$ cat config.mk
export PLATFORM = sky130hd
export DESIGN_NAME = dmem_arb
export DESIGN_NICKNAME = d
export VERILOG_FILES = /design/src/rtl/dmem_arb_pkg.sv /design/src/rtl/dmem_arb_rr_pick.sv /design/src/rtl/dmem_arb.sv
export SDC_FILE = /design/constraint.sdc
export NUM_CORES = 1
export LEC_CHECK = 0
export CORE_UTILIZATION = 30
export CTS_BUF_LIST = sky130_fd_sc_hd__clkbuf_2
export DETAILED_ROUTE_END_ITERATION = 12
export GPL_ROUTABILITY_DRIVEN = 0
export PLACE_DENSITY = 0.86
export SYNTH_ARGS = -nofsm -noshare
export SYNTH_HDL_FRONTEND = slang
export SYNTH_SLANG_ARGS = --single-unit
$ cat constraint.sdc
create_clock -name clk -period 3.7 [get_ports clk]
set_clock_uncertainty 0.15 [all_clocks]
set_input_delay 0.37 -clock clk [delete_from_list [all_inputs] [get_ports clk]]
set_output_delay 0.37 -clock clk [all_outputs]
set_load 0.02 [all_outputs]
$ cat src/rtl/dmem_arb_pkg.sv
// Shared state type, parameter limits and sizing helper for dmem_arb.
package dmem_arb_pkg;

  typedef enum logic [0:0] {
    ARB    = 1'b0,
    LOCKED = 1'b1
  } arb_state_e;

  localparam int unsigned NREQ_MIN    = 2;
  localparam int unsigned NREQ_MAX    = 4;
  localparam int unsigned LOCKMAX_MIN = 1;
  localparam int unsigned LOCKMAX_MAX = 15;

  // Counter must be able to hold the value LOCKMAX itself.
  function automatic int unsigned lock_cnt_w(input int unsigned lockmax);
    return $clog2(lockmax + 1);
  endfunction

endpackage

$ cat src/rtl/dmem_arb_rr_pick.sv
// rr_pick: combinational rotate-priority encoder; scans from ptr+1 upward modulo N.
module rr_pick
  import dmem_arb_pkg::*;
#(
  parameter int unsigned N  = 2,
  parameter int unsigned PW = 1
) (
  input  logic [N-1:0]  req,
  input  logic [PW-1:0] ptr,
  output logic [N-1:0]  gnt,
  output logic [PW-1:0] idx
);

  logic          found;
  logic [PW-1:0] j;

  always_comb begin
    gnt   = '0;
    idx   = '0;
    found = 1'b0;
    j     = '0;
    for (int unsigned k = 1; k <= N; k++) begin
      j = PW'((32'(ptr) + k) % N);
      if (!found && req[j]) begin
        gnt[j] = 1'b1;
        idx    = j;
        found  = 1'b1;
      end
    end
  end

endmodule

$ cat src/rtl/dmem_arb.sv
// dmem_arb: round-robin arbiter for the shared data-memory port.
// Optional lock (back-to-back exclusive grants) enabled by DMEM_ARB_LOCK_EN.
module dmem_arb
  import dmem_arb_pkg::*;
#(
  parameter int unsigned NBDATA  = 32,
  parameter int unsigned MDATAW  = 8,
  parameter int unsigned NREQ    = 2,
  parameter int unsigned LOCKMAX = 4
) (
  input  logic                     clk,
  input  logic                     rst,
  input  logic [NREQ-1:0]          req,
  input  logic [NREQ-1:0]          wr,
  input  logic [NREQ-1:0]          lock,
  input  logic [NREQ*MDATAW-1:0]   addr,
  input  logic [NREQ*NBDATA-1:0]   wdata,
  output logic [NREQ-1:0]          gnt,
  output logic [NREQ-1:0]          rvalid,
  output logic [NBDATA-1:0]        rdata,
  output logic                     mem_wr,
  output logic [MDATAW-1:0]        mem_addr,
  output logic [NBDATA-1:0]        mem_data_out,
  input  logic [NBDATA-1:0]        mem_data_in
);

  localparam int unsigned PW = $clog2(NREQ);

  if (NREQ < NREQ_MIN || NREQ > NREQ_MAX) begin : g_bad_nreq
    $error("dmem_arb: NREQ out of range");
  end
  if (LOCKMAX < LOCKMAX_MIN || LOCKMAX > LOCKMAX_MAX) begin : g_bad_lockmax
    $error("dmem_arb: LOCKMAX out of range");
  end

  logic [PW-1:0]   ptr;
  logic [NREQ-1:0] rr_gnt;
  logic [PW-1:0]   rr_idx;
  logic [PW-1:0]   win;

  rr_pick #(
    .N  (NREQ),
    .PW (PW)
  ) u_pick (
    .req (req),
    .ptr (ptr),
    .gnt (rr_gnt),
    .idx (rr_idx)
  );

`ifdef DMEM_ARB_LOCK_EN
  localparam int unsigned CW = lock_cnt_w(LOCKMAX);

  arb_state_e    state;
  logic [PW-1:0] owner;
  logic [CW-1:0] lock_cnt;
  logic [CW-1:0] cnt_nxt;
  logic          own_req;

  assign own_req = (state == LOCKED) && req[owner];
  assign cnt_nxt = lock_cnt + 1'b1;

  always_comb begin
    if (own_req) begin
      gnt        = '0;
      gnt[owner] = 1'b1;
      win        = owner;
    end else begin
      gnt = rr_gnt;
      win = rr_idx;
    end
  end

  // Owner dropping req falls through to normal arbitration in the same cycle,
  // and that winner may itself start a new lock.
  always_ff @(posedge clk or negedge rst) begin
    if (!rst) begin
      state    <= ARB;
      owner    <= '0;
      lock_cnt <= '0;
    end else if (own_req) begin
      lock_cnt <= cnt_nxt;
      if (!lock[owner] || cnt_nxt == CW'(LOCKMAX))
        state <= ARB;
    end else if (|rr_gnt && lock[rr_idx]) begin
      state    <= LOCKED;
      owner    <= rr_idx;
      lock_cnt <= '0;
    end else begin
      state <= ARB;
    end
  end
`else
  logic unused_lock;
  assign unused_lock = ^lock;
  assign gnt = rr_gnt;
  assign win = rr_idx;
`endif

  always_ff @(posedge clk or negedge rst) begin
    if (!rst)
      ptr <= PW'(NREQ - 1);
    else if (|gnt)
      ptr <= win;
  end

  always_comb begin
    mem_wr       = 1'b0;
    mem_addr     = '0;
    mem_data_out = '0;
    for (int unsigned i = 0; i < NREQ; i++) begin
      if (gnt[i]) begin
        mem_wr       = wr[i];
        mem_addr     = addr[i*MDATAW +: MDATAW];
        mem_data_out = wdata[i*NBDATA +: NBDATA];
      end
    end
  end

  always_ff @(posedge clk or negedge rst) begin
    if (!rst) begin
      rvalid <= '0;
      rdata  <= '0;
    end else begin
      rvalid <= (|gnt && !mem_wr) ? gnt : '0;
      if (|gnt && !mem_wr)
        rdata <= mem_data_in;
    end
  end

endmodule

==> impl_metrics.tcl <==
set metrics [dict create \
    die_y_microns 78.3 \
    post-route-period-util_pct 79.5 \
    drv_cap 0 \
    crit_path_start_kind "register" \
    yosysTopAreaCell "dfrtp_1" \
    max_slew_margin_pct 71.3 \
    hpwlAfterDp_microns 5000 \
    r2r-start "ptr$_DFFE_PN1P_" \
    clk_pin_slew_ns 0.17 \
    avgSynthCellArea_sq_um 13.4 \
    min_period_ns 2.94 \
    worst_pin_slew_ns 0.430 \
    io_pins 197 \
    first_pass_iters 4 \
    grt_pass1_wl_microns 9420 \
    setup_tns_ns 0 \
    grt_max_degree 45 \
    syn_area_sq_um 1750 \
    leakage_nw 1.55 \
    cp_slowest_cell "dfstp_2" \
    fmax_mhz 340 \
    synth_nets 250 \
    start_util_pct 31.4 \
    synthTopCellsByArea "dfrtp_1 (49%), mux2_2 (21%), a22o_1 (21%)" \
    postCtsHoldBufs 0 \
    status "complete, no violations" \
    endpoint_kind "primary output" \
    grt.total_usage_pct 20.0 \
    clk_path_buf_depth 2 \
    synth-warning-count 0 \
    area_growth_pct 116 \
    cts_tree "yes" \
    worstSkewPairLatency_ns 0.36 \
    fillers 434 \
    numCtsBuffers 5 \
    antenna_found_initial 0 \
    finalPower_mw 1.35 \
    critPathTopFamily "buffers and inverters" \
    std_cell_rows 27 \
    required_ns 3.18 \
    ant_nets 0 \
    crit_arrival_ns 2.42 \
    async_flop_share_pct 100 \
    first_global_vias 1949 \
    regToRegSetupSlack_ns 1.54 \
    hold_class "in2async" \
    ys_ff_latch 35 \
    drive_above_1_share_pct 14.8 \
    die_w_microns 78.3 \
    crit_type "reg2out" \
    final_nets 443 \
    cts-root-buf "clkbuf_2" \
    path_cells "nand2b_4 -> and2_1 -> buf_4 -> a22o_1 -> clkdlybuf4s50_1" \
    core-area_sq_um 5570 \
    r2r_end "rdata[6]$_DFFE_PN0P_" \
    synth_edf_count 0 \
    num_vias 1872 \
    ir_drop_mv 0.178 \
    cts_resized 0 \
    grt_overflow 0 \
    synth_cells 130 \
    yosysSeqAreaShare_pct 50.2 \
    post_cts.repair.setup_buffers 0 \
    synth_common_cells "a22o_1 (41), dfrtp_1 (34), mux2_2 (32)" \
    hold_violations 0 \
    p_per_area_nw_per_um2 358 \
    rsz0062_at_grt "false" \
    dieArea_sq_um 6140 \
    netlist.area_leader.share_pct 48.7 \
    clkSinkCount 35 \
    synth_cell_type_count 15 \
    reg2reg_depth 5 \
    first_iter_violations 49 \
    crit_fanout 42 \
    finalWorstSetupSlack_ns 0.757 \
    wl_microns 6110 \
    hold_slack_ns 0.251 \
    synth_most_common_cell "a22o_1" \
    htreeDepth 2 \
    maxSlewViolCount 0 \
    port_buffers 194 \
    drc 0 \
    viasPerCell 4.73 \
    critPathMaxStageDelay_ns 0.61 \
    worst-path-buf-inv 2 \
    pre_cts_ws_ns 0.847 \
    diodes 0 \
    synthFlopType "dfrtp_1" \
    finalSetupViolations 0 \
    wl_per_cell_microns 15.4 \
]
-- flip-flops by register name, summed over array words and instances, names as in the netlist --
| register | count |
|---|---|
| ptr | 1 |
| rdata | 32 |
| rvalid | 2 |
-- cell type report --
type                    count  area [sq um]  share of cell area (%)
clock inverters             1          5.00                   0.132
clock buffers               7          35.0                   0.927
multi-input cells          80           787                    20.8
well taps                  72          90.1                    2.38
repair buffers            198          1970                    52.2
flip-flops and latches     35           877                    23.2
inverters                   3          11.3                   0.298
-- metrics by stage --
| stage | util, % | cells | instance area (sq um) |
|---|---|---|---|
| global route | 67.8 | 396 | 3780 |
| detailed placement | 67.0 | 388 | 3740 |
| floorplan | - | 130 | 1750 |
| global placement | 67.0 | 388 | 3740 |
| finish | 67.8 | 396 | 3780 |
| CTS | 67.8 | 396 | 3780 |
-- cells in the final DEF, fill, tap and decap left out --
cell,n
clkdlybuf4s50_1,194
dfrtp_1,34
clkinv_2,1
a22o_1,41
clkbuf_2,7
nand2b_4,1
o21ai_0,1
and2_1,2
a32o_2,1
buf_4,4
mux2_2,32
inv_1,3
dfstp_2,1
a21boi_4,1
and3_1,1
-- kinds of logic (layout without fill, tap and decap cells) --
group / Yosys count / count (layout) / synth area share, %
AO/OA/AOI/OAI: 44 / 44 / 22.5
flip-flops: 35 / 35 / 50.2
multiplexers: 32 / 32 / 20.6
buffers and inverters: 15 / 209 / 4.80
AND/OR/NAND/NOR: 4 / 4 / 1.86
-- how the worst max path moves through the flow --
stage          slack [ns]  cells past startpoint                to            start
4_1_cts              0.72                      5  mem_data_out[22]  ptr$_DFFE_PN1P_
6_report             0.76                      5  mem_data_out[22]  ptr$_DFFE_PN1P_
3_5_place_dp         0.85                      5  mem_data_out[19]           req[1]
3_3_place_gp         0.87                      5   mem_data_out[9]           req[0]
5_1_grt              0.59                      5   mem_data_out[7]  ptr$_DFFE_PN1P_
2_1_floorplan        1.71                      5  mem_data_out[16]  ptr$_DFFE_PN1P_
-- per-layer routing --
layer,vias up,track usage (%),wire length (microns)
met5,-,0,0
met4,0,6.30,82
met3,8,6.86,579
met2,115,36.2,3200
met1,861,21.9,2250
li1,888,-,-
-- report_power, final --
group	switching [mW]	internal, mW	leakage [nW]
Sequential	0.0355	0.453	0.411
Clock	0.116	0.0517	0.0330
Combinational	0.293	0.402	1.10
Total	0.445	0.907	1.55
(Power assumes the default switching activity.)
